[src/rtl/debounce_multi.sv]
`default_nettype none
// ============================================================================
// Module   : debounce_multi
// Brief    : N-channel button debouncer with 2-flop synchroniser, stability
//            counter and rise/fall strobes. Optional long-press pulse with
//            macro DEBOUNCE_HOLD_EN.
// Revision : 1.0 - initial release
// ============================================================================
module debounce_multi #(
  parameter int   CHANNELS      = 4,
  parameter int   STABLE_CYCLES = 16,
  parameter logic RESET_VAL     = 1'b0,
  parameter int   HOLD_CYCLES   = 1000
) (
  input  logic                clk,
  input  logic                rst,
  input  logic [CHANNELS-1:0] pb_in,
  output logic [CHANNELS-1:0] pb_debounced,
  output logic [CHANNELS-1:0] pb_rise,
  output logic [CHANNELS-1:0] pb_fall,
  output logic [CHANNELS-1:0] pb_hold
);

  localparam int               CNT_W      = $clog2(STABLE_CYCLES + 1);
  localparam logic [CNT_W-1:0] c_cnt_last = CNT_W'(STABLE_CYCLES - 1);

`ifdef DEBOUNCE_HOLD_EN
  localparam int                HOLD_W     = $clog2(HOLD_CYCLES + 1);
  localparam logic [HOLD_W-1:0] c_hold_max = HOLD_W'(HOLD_CYCLES);
`endif

  genvar gi;
  for (gi = 0; gi < CHANNELS; gi++) begin : g_ch
    logic             r_s1;
    logic             r_s;
    logic             r_db;
    logic             r_rise;
    logic             r_fall;
    logic [CNT_W-1:0] r_cnt;
    logic             w_diff;

    assign w_diff = (r_s != r_db);

    // A change is accepted only after STABLE_CYCLES disagreeing samples in a row
    always_ff @(posedge clk or posedge rst) begin
      if (rst) begin
        r_s1   <= RESET_VAL;
        r_s    <= RESET_VAL;
        r_db   <= RESET_VAL;
        r_cnt  <= '0;
        r_rise <= 1'b0;
        r_fall <= 1'b0;
      end else begin
        r_s1   <= pb_in[gi];
        r_s    <= r_s1;
        r_rise <= 1'b0;
        r_fall <= 1'b0;
        if (!w_diff) begin
          r_cnt <= '0;
        end else if (r_cnt == c_cnt_last) begin
          r_db   <= r_s;
          r_cnt  <= '0;
          r_rise <= r_s;
          r_fall <= ~r_s;
        end else begin
          r_cnt <= r_cnt + CNT_W'(1);
        end
      end
    end

    assign pb_debounced[gi] = r_db;
    assign pb_rise[gi]      = r_rise;
    assign pb_fall[gi]      = r_fall;

`ifdef DEBOUNCE_HOLD_EN
    logic [HOLD_W-1:0] r_hcnt;
    logic              r_hold;

    // Counter saturates at HOLD_CYCLES so a long press yields a single pulse
    always_ff @(posedge clk or posedge rst) begin
      if (rst) begin
        r_hcnt <= '0;
        r_hold <= 1'b0;
      end else begin
        r_hold <= 1'b0;
        if (!r_db) begin
          r_hcnt <= '0;
        end else if (r_hcnt != c_hold_max) begin
          r_hcnt <= r_hcnt + HOLD_W'(1);
          r_hold <= (r_hcnt == c_hold_max - HOLD_W'(1));
        end
      end
    end

    assign pb_hold[gi] = r_hold;
`else
    // Hold logic absent; the term keeps HOLD_CYCLES referenced and folds to 0
    assign pb_hold[gi] = 1'b0 & (HOLD_CYCLES > 0);
`endif
  end

endmodule
`default_nettype wire
[config.mk]
export PLATFORM = sky130hd
export DESIGN_NAME = debounce_multi
export DESIGN_NICKNAME = d
export VERILOG_FILES = /design/src/rtl/debounce_multi.sv
export SDC_FILE = /design/constraint.sdc
export NUM_CORES = 1
export LEC_CHECK = 0
export CAP_MARGIN = 20
export CORE_ASPECT_RATIO = 1.5
export CORE_MARGIN = 5
export CORE_UTILIZATION = 35
export DETAILED_ROUTE_END_ITERATION = 10
export GPL_ROUTABILITY_DRIVEN = 0
export GPL_TIMING_DRIVEN = 0
export PLACE_DENSITY = 0.58
export SETUP_SLACK_MARGIN = 0.02
export SLEW_MARGIN = 40
export SYNTH_ARGS = -nofsm -noshare
export SYNTH_HDL_FRONTEND = slang
export SYNTH_SLANG_ARGS = --single-unit
[constraint.sdc]
create_clock -name clk -period 2 [get_ports clk]
set_clock_uncertainty 0.2 [all_clocks]
set_input_delay 0.4 -clock clk [delete_from_list [all_inputs] [get_ports clk]]
set_output_delay 0.4 -clock clk [all_outputs]
set_load 0.01 [all_outputs]
==> metrics.md, run 1 <==
| Metric | Value |
|---|---|
| Worst hold stages | 0 |
| M3 GR Usage | 3.23% |
| Mean post-synth cell area | 13.4 um^2 |
| Nets | 164 |
| Switching fraction of total power | 22.5% |
| Chip height | 93.8 um |
| Critical path cell sequence | buf_4, clkdlybuf4s50_1 |
| FF-to-FF Start | g_ch[1].r_cnt[0] |
| DR iter-0 viols | 11 |
| R2r setup slk | 0.55 ns |
| Drt wl/cell | 11.3 um |
| Crit path setup slack, layout | 0.0830 ns |
| Crit path capture type | primary output |
| Syn Inst Count | 122 |
| Critical path class | reg2out |
| Number of synthesized flops with an enable pin | 0 |
| Switch Pwr | 0.000335 W |
| Leakage | 1.15 nW |
| Area leader, netlist | dfrtp_1 |
| Synthesized area | 1640 um^2 |
| DIE WIDTH | 65.9 um |
| Final Critical Period | 1.92 ns |
| Max-cap violations | 0 |
| CP startpoint kind | flip-flop |
| Unique masters post-synth | 17 |
| Fmax achieved | 522 MHz |
| Setup TNS | 0 ns |
| Pin count of the biggest net entering global routing | 22 |
| Reg-to-Reg End | g_ch[1].r_db |
| Clk_lat worst skew | 0.29 ns |
| HP Class | reg2reg |
| DRT Pass-1 Iters | 4 |
| Area contributors post-synth | dfrtp_1 (61%), buf_4 (7.3%), xor2_1 (6.4%), mux2_4 (3.7%), nor3b_1 (3.7%) |
| Min-delay src | g_ch[0].r_s1 |
| Vias in the first global route | 961 |
| RSZ-0062 raised after global routing | yes |
| Status | finished, final reports clean |
| Initial antenna violation count | 0 |
| CP Data Arrival Time | 1.32 ns |
| Hold Path End | g_ch[0].r_s |
| Worst path max stage delay | 0.47 ns |
| DP Wirelength | 1760 um |
| Max FO, Critical Path | 5 |
| Antenna viol nets, final | 0 |
| CTS buffer count | 5 |
| H-tree levels | 2 |
| Most common cell in the synthesized netlist | dfrtp_1 |
| Final Hold Viols | 0 |
| Ratio of cells with drive above 1 in the final layout | 25.8% |
| Worst Path Buf+Inv | 2 |
| Met1 global-route usage | 9.84% |
| Vias/cell | 4.18 |
| Row Count | 30 |
| Seq pwr share | 57.9% |
| Post-synthesis register bit count | 40 |
| Max-slew violations | 0 |
| Clk slew on worst S/H paths | 0.07 ns |
| Worst vdd ir | 0.419 mV |
| GRT Overall Usage | 8.87% |
| Worst R2R Path Depth | 3 |
| Slowest CP cell | clkdlybuf4s50_1 |
| Worst Tran Pin Value | 0.508 ns |
| Power share of the clock group | 36.4% |
| Logic pwr share | 5.7% |
| Synth async-reset ratio | 100% |
| Starting Density | 36.1% |
| Met2 Use GR | 14.6% |
| IO Count | 22 |
| GRT overflow | 0 |
| Grt peak-use layer | met2 |
| Clock root cell | clkbuf_8 |
| Port bufs | 17 |
| Detailed-route DRC error count | 0 |
| Post-synth top area share | 61.1% |
| Slew HR | 66.1% |
| Post-Route WL | 2480 um |
| CORE AREA | 4540 um^2 |
| Via count | 915 |
| Clock buffer depth | 2 |
| Fin crit share | 95.8% |
| Pre-CTS WS | 0.347 ns |
| ANT cells | 0 |
| Register area share after synthesis | 61.1% |
| Internal Pwr Total | 0.00115 W |
| Synth cell count leaders | dfrtp_1 (40), buf_4 (16), xor2_1 (12) |
| Hold_buf cts | 0 |
| Final setup violation count | 0 |
| Pwr dens | 725 nW/um^2 |
| Ys flop type | dfrtp_1 |
| Sink Count | 40 |
| CP top delay family | buffers and inverters |
| Yosys warning total | 0 |
| WP data required | 1.40 ns |
| Global-route wire length before repair | 4170 um |
| Die area | 6180 um^2 |
| Area Overhead vs Synth | 25.4% |
| CTS tree | built |
==> power by group through the flow <==
stage / clock (W) / sequential [W] / combinational (W)
after floorplan: 0 / 0.000870 / 0.0000566
after global placement: 0 / 0.000873 / 0.0000744
after detailed placement: 0 / 0.000876 / 0.0000879
after CTS: 0.000566 / 0.000861 / 0.0000881
after global routing: 0.000592 / 0.000865 / 0.0000982
final: 0.000542 / 0.000861 / 0.0000854
==> layout make-up <==
type,instances,area (um^2)
Clock inverter,2,10.0
Fill cell,425,2490
Tap cell,64,80.1
Buffer,16,120
Multi-Input combinational cell,68,524
Clock buffer,6,82.6
Sequential cell,40,1000
Timing Repair Buffer,22,230
Inverter,1,3.75
==> layer usage <==
metal	wire length (um)	vias to the layer above
li1	-	448
met1	1050	439
met2	1240	21
met3	122	7
met4	63	0
met5	0	-
==> cells in the final DEF, fill, tap and decap left out <==
cell             count
dlymetal6s2s_1       1
nand3_1              4
ha_1                 4
clkdlybuf4s50_1     16
clkbuf_8             6
dfrtp_2              1
mux2_4               4
a31oi_1              4
and2_1               6
nand4b_4             2
buf_16               1
conb_1               4
and3_2               1
dfrtp_1             39
nand4b_2             2
inv_2                1
buf_4               20
xor2_1              12
nor3b_1              8
nor2_1               8
and3_1               1
clkinv_2             2
nand2_1              8
==> through the flow <==
stage	total power [W]	utilization [%]	hold slack [ns]	cell area, um^2	instances
2_1_floorplan	0.000927	-	0.131	1650	125
3_3_place_gp	0.000948	41.8	0.131	1900	206
3_5_place_dp	0.000964	42.4	0.135	1930	207
4_1_cts	0.00152	44.6	0.152	2030	216
5_1_grt	0.00156	45.2	0.163	2050	219
6_report	0.00149	45.2	0.150	2050	219
==> cell families after synthesis <==
group	after synthesis	share of synthesized area (%)
flip-flops	40	61.1
AND/OR/NAND/NOR	40	16.4
buffers and inverters	17	7.56
XOR/XNOR	12	6.42
adder cells (fa/ha/maj)	4	3.06
AO/OA/AOI/OAI	4	1.53
multiplexers	4	3.67
other	1	0.229
==> worst register-to-register path: stages, from the launching register on <==
cell      delay (ns)
dfrtp_1         0.38
ha_1            0.24
nand4b_2        0.19
mux2_4          0.33
==> what timing repair did <==
| item | 4_1_cts | 5_1_grt |
|---|---|---|
| endpoints found under the setup margin | 1 | 3 |
| setup buffers | 1 | 3 |
| resized for setup | 0 | 2 |
| gates cloned | 0 | 0 |
| endpoints found under the hold margin | 0 | 0 |
| pin swaps | 0 | 0 |
==> worst max path at each step <==
stage | from | to | cells after the start
3_5_place_dp | g_ch[3].r_db | pb_debounced[3] | 2
3_3_place_gp | rst | g_ch[1].r_cnt[1] | 2
4_1_cts | g_ch[3].r_db | pb_debounced[3] | 2
6_report | g_ch[0].r_db | pb_debounced[0] | 2
2_1_floorplan | rst | g_ch[0].r_cnt[0] | 1
5_1_grt | g_ch[0].r_db | pb_debounced[0] | 2
==> registers in the layout, summed over array words and instances, names as in the netlist <==
signal / cells
g_ch.r_fall: 4
g_ch.r_s1: 4
g_ch.r_cnt: 20
g_ch.r_db: 4
g_ch.r_rise: 4
g_ch.r_s: 4
Power figures use the tool's default switching activity.
==> run 2: changes to the inputs <==
--- a/config.mk
+++ b/config.mk
@@ -16,3 +16,3 @@
 export SETUP_SLACK_MARGIN = 0.02
-export SLEW_MARGIN = 40
+export SLEW_MARGIN = 15
 export SYNTH_ARGS = -nofsm -noshare
--- a/constraint.sdc
+++ b/constraint.sdc
@@ -4,2 +4,2 @@
 set_output_delay 0.4 -clock clk [all_outputs]
-set_load 0.01 [all_outputs]
+set_load 0.05 [all_outputs]
==> run 2 against run 1 <==
Via count down 1.5%. Hold slack worse by 0.015 ns. Design area down 3.2%. Fmax up 4.1%. Setup slack better by 0.075 ns. Register-to-register slack about the same. Clock-buffer cell count unchanged. Critical path depth unchanged. Sequential share of layout area up 1.6 points. Non-clock buffer count down 4. Largest cell class unchanged.
==> metrics.md, run 2 (synthesized netlist as in run 1, its figures left out) <==
| Metric | Value |
|---|---|
| Top reg by flops | g_ch.r_cnt |
| Final setup violation count | 0 (unchanged) |
| DP Wirelength | 1720 um (-2.2%) |
| Leakage | 1.14 nW (-0.50%) |
| ANT cells | 0 (unchanged) |
| FILL cells | 443 (+4.2%) |
| Final Cell Area | 1990 um^2 (-3.2%) |
| Status | finished, final reports clean |
| Clk slew on worst S/H paths | 0.08 ns (about the same) |
| Nets | 160 (-2.4%) |
| Final Hold Viols | 0 (unchanged) |
| Sink Count | 40 (unchanged) |
| Seq pwr share | 56.8% (-1.1 points) |
| Antenna viol nets, final | 0 (unchanged) |
| Power share of the clock group | 36.8% (+0.4 points) |
| Area Overhead vs Synth | 21.3% |
| Max reg flops | 20 (unchanged) |
| Clk_lat worst skew | 0.29 ns (about the same) |
| RSZ-0062 raised after global routing | no |
| Commonest non-fill, non-tap cell in the layout | dfrtp_1 |
| Chip height | 93.8 um (unchanged) |
| Fin crit share | 92.1% (-3.8 points) |
| Placed Cells | 207 (unchanged) |
| GRT overflow | 0 (unchanged) |
| Final Critical Period | 1.84 ns (-0.0751 ns) |
| Post-CTS Setup Bufs | 0 (-1) |
| WP data required | 1.40 ns (about the same) |
| Critical path class | reg2out |
| CP startpoint kind | flip-flop |
| Max-cap violations | 0 (unchanged) |
| IO Count | 22 (unchanged) |
| Drt wl/cell | 11.0 um (-2.4%) |
| Logic pwr share | 6.3% (+0.6 points) |
| DIE WIDTH | 65.9 um (unchanged) |
| H-tree levels | 2 (unchanged) |
| Crit path capture type | primary output |
| Ratio of cells with drive above 1 in the final layout | 25.8% (about the same) |
| Switching fraction of total power | 23.7% (+1.2 points) |
| Detailed-route DRC error count | 0 (unchanged) |
| Most frequent cells in the layout | dfrtp_1 (40), buf_4 (16), xor2_1 (12) |
| Max FO, Critical Path | 1 (-4) |
| HP Class | in2async |
| Port bufs | 17 (unchanged) |
| Post-Route WL | 2380 um (-4.2%) |
| Hold_buf cts | 0 (unchanged) |
| Max-slew violations | 0 (unchanged) |
| GRT Overall Usage | 8.83% (-0.043 points) |
| DR iter-0 viols | 15 (+4) |
| Die area | 6180 um^2 (unchanged) |
| Switch Pwr | 0.000359 W (+7.0%) |
| R2r setup slk | 0.56 ns (about the same) |
| Global-route wire length before repair | 4130 um (-1.1%) |
| Area post-placement | 1920 um^2 (-0.39%) |
| CTS tree | built |
| CORE AREA | 4540 um^2 (unchanged) |
| Worst vdd ir | 0.393 mV (-6.3%) |
| DRT Pass-1 Iters | 4 (unchanged) |
| CTS buffer count | 5 (unchanged) |
| Internal Pwr Total | 0.00115 W (+0.20%) |
| Vias/cell | 4.19 (+0.30%) |
| Fmax achieved | 543 MHz (+4.1%) |
| Clock buffer depth | 2 (unchanged) |
| Final std cells w/o fill | 215 (-1.8%) |
| Initial antenna violation count | 0 (unchanged) |
| Pwr dens | 762 nW/um^2 (+5.1%) |
| Clock root cell | clkbuf_8 |
| CP Data Arrival Time | 1.24 ns (-0.08 ns) |
| Pin count of the biggest net entering global routing | 33 (+50%) |
| Vias in the first global route | 966 (+0.52%) |
| Setup TNS | 0 ns (unchanged) |
| Starting Density | 36.1% (unchanged) |
| Row Count | 30 (unchanged) |
| Via count | 901 (-1.5%) |
## run 2: cell count changes in the layout (fill, tap and decap cells not counted)
cell | before | now
dfrtp_1 | 39 | 40
buf_12 | 0 | 1
clkinvlp_4 | 0 | 2
dlymetal6s2s_1 | 1 | 0
clkdlybuf4s50_1 | 16 | 5
clkinv_2 | 2 | 0
buf_4 | 20 | 16
clkbuf_2 | 0 | 4
dfrtp_2 | 1 | 0
buf_16 | 1 | 0
dlygate4sd2_1 | 0 | 8
## run 2: power by group through the flow
stage	registers (W)	clock network [W]	logic, W
4_1_cts	0.000861	0.000586	0.0000992
2_1_floorplan	0.000870	0	0.0000702
3_5_place_dp	0.000876	0	0.0000991
6_report	0.000860	0.000558	0.0000960
5_1_grt	0.000865	0.000617	0.000110
3_3_place_gp	0.000873	0	0.0000881
## run 2: what timing repair did
action / 4_1_cts / 5_1_grt
resized for setup: 13 / 7
endpoints found under the hold margin: 0 / 0
setup endpoints to repair: 12 / 4
## run 2: through the flow
stage	power (W)	hold WS, ns	setup WS (ns)	util, %
3_5_place_dp	0.000976	0.135	0.0804	42.3
6_report	0.00151	0.135	0.158	43.7
2_1_floorplan	0.000941	0.131	0.482	-
4_1_cts	0.00155	0.126	0.0149	44.1
5_1_grt	0.00159	0.149	0.111	43.7
3_3_place_gp	0.000961	0.131	-0.313	41.8
## run 2: path summary, 6_finish.rpt
check,from,to,cells past startpoint
worst max-delay path,g_ch[1].r_fall,pb_fall[1],2
worst min-delay path,rst,g_ch[0].r_cnt[3],2
worst max register to register,g_ch[3].r_cnt[0],g_ch[3].r_db,3
worst min register to register,g_ch[0].r_s1,g_ch[0].r_s,0
max in group asynchronous,rst,g_ch[1].r_cnt[1],3
min in group clk,g_ch[0].r_s1,g_ch[0].r_s,0
## run 2: per-layer routing
metal  wire, um  vias to the layer above  track usage [%]
met1       1000                      437             9.40
met5          0                        -                0
li1           -                      438                -
met3        114                        7             3.11
met2       1190                       19             14.5
met4         71                        0             5.71
## run 2: final cells by class
class                           count  area, um^2  share of cell area, %
Buffer                             16         120                   6.05
Clock buffer                        6        82.6                   4.16
Clock inverter                      2        15.0                  0.756
Timing Repair Buffer               18         160                   8.06
Inverter                            1        3.75                  0.189
Multi-Input combinational cell     68         524                   26.4
Sequential cell                    40        1000                   50.4
Tap cell                           64        80.1                   4.03
## run 2: critical path: stages (launching register included)
cell	delay, ns
dfrtp_1	0.33
buf_4	0.09
dlygate4sd2_1	0.52
==> RTL change (config.mk and constraints of run 2) <==
Put one more register stage on the output `pb_fall`. The value now appears one clock later. The other outputs are not delayed to match.
--- a/src/rtl/debounce_multi.sv
+++ b/src/rtl/debounce_multi.sv
@@ -23,6 +23,8 @@
 
   localparam int               CNT_W      = $clog2(STABLE_CYCLES + 1);
   localparam logic [CNT_W-1:0] c_cnt_last = CNT_W'(STABLE_CYCLES - 1);
+
+  logic [CHANNELS-1:0] pb_fall_d;
 
 `ifdef DEBOUNCE_HOLD_EN
   localparam int                HOLD_W     = $clog2(HOLD_CYCLES + 1);
@@ -70,7 +72,7 @@
 
     assign pb_debounced[gi] = r_db;
     assign pb_rise[gi]      = r_rise;
-    assign pb_fall[gi]      = r_fall;
+    assign pb_fall_d[gi]      = r_fall;
 
 `ifdef DEBOUNCE_HOLD_EN
     logic [HOLD_W-1:0] r_hcnt;
@@ -99,5 +101,9 @@
 `endif
   end
 
+  always_ff @(posedge clk) begin
+    pb_fall <= pb_fall_d;
+  end
+
 endmodule
 `default_nettype wire
Check against the original RTL: same outputs for any inputs over 10 cycles, from zero or initial values and one cycle with rst high; that may be too few to reach the edited logic, so the function may still have changed.
==> RTL change against run 2 <==
  * Wire length is 1.6% higher
  * Cell area is 2.5% higher
  * First-iteration DRC count shrank 33%
  * Synthesized area up 3.1%
  * Sequential cell count up 4
  * Via count up 3.1%
  * Utilization is 1.1 points lower
  * Power up 4.7%
  * Setup slack improved by 0.0081 ns
  * Critical path type unchanged
  * Critical endpoint is now pb_rise[0]
==> RTL change: results (changes against run 2) <==
Routed Wire Length=2.41 mm (+1.6%); Place WS=0.0730 ns (-0.00737 ns); DP Area=1970 um^2 (+2.7%); Compound-Gate Fraction of Synth Area=0.0148 (-0.000453); post_cts resized=14 (+1); total sequential power=0.939 mW (+9.2%); wire length on met3=128 um (+12%); 1st-pass router iterations=2 (-2); Post-Synth XOR/XNOR Area=0.0623 (-0.00190); Synth async-reset ratio=0.909 (-0.0909); synth top area cells=dfrtp_1 (59%), xor2_1 (6.2%), buf_4 (5.3%); final worst setup slack=0.166 ns (+0.00809 ns); Clk. pwr=0.551 mW (-1%); Global Route Usage Sum=0.0855 (-0.00285); met2 WL post-DR=1.19 mm (+0.59%); vias in the first global route=997 (+3.2%); share of layout cells above drive strength 1=0.232 (-0.0265); Int Power=1.20 mW (+4.1%); Final Non-Filler Cells=217 (+0.93%); worst r2r src=g_ch[2].r_cnt[0]$_DFF_PP0_; DP Cell Count=209 (+0.97%); Post-synth top cells=dfrtp_1 (40), buf_4 (12), xor2_1 (12); CP Launch Point=g_ch[0].r_rise$_DFF_PP0_; share of power burned in registers=0.593 (+0.025); outcome=finished, final reports clean; LEAKAGE=1.15 nW (+0.71%); via count of the routed design=929 (+3.1%); largest net degree at the start of global routing=35 (+6.1%); Avg Cell Area, Syn=13.8 um^2 (+3.1%); GRT met1 Usage=0.0982 (+0.00414)
==> RTL change: cell type report <==
type	instances	area, um^2
multi-input cells	68	524
well taps	66	82.6
clock buffers	5	68.8
plain buffers	12	90.1
fillers	466	2730
flip-flops and latches	44	1080
repair buffers	18	163
clock inverters	3	23.8
inverters	1	3.75
==> RTL change: cells by family (layout without fill, tap and decap cells) <==
| family | Yosys count | after routing |
|---|---|---|
| DFF | 44 | 44 |
| and+or+nand+nor | 40 | 40 |
| buffers and inverters | 13 | 39 |
| xor gates and xnor gates | 12 | 12 |
| adders and majority gates | 4 | 4 |
| AOI/OAI and AO/OA | 4 | 4 |
| muxes | 4 | 4 |
| other | 1 | 4 |
==> RTL change: worst register-to-register path, delay by kind of cell, from the launching register on <==
family,cells,cell delay (ns)
and+or+nand+nor,1,0.16
muxes,1,0.32
DFF,1,0.39
adders and majority gates,1,0.26
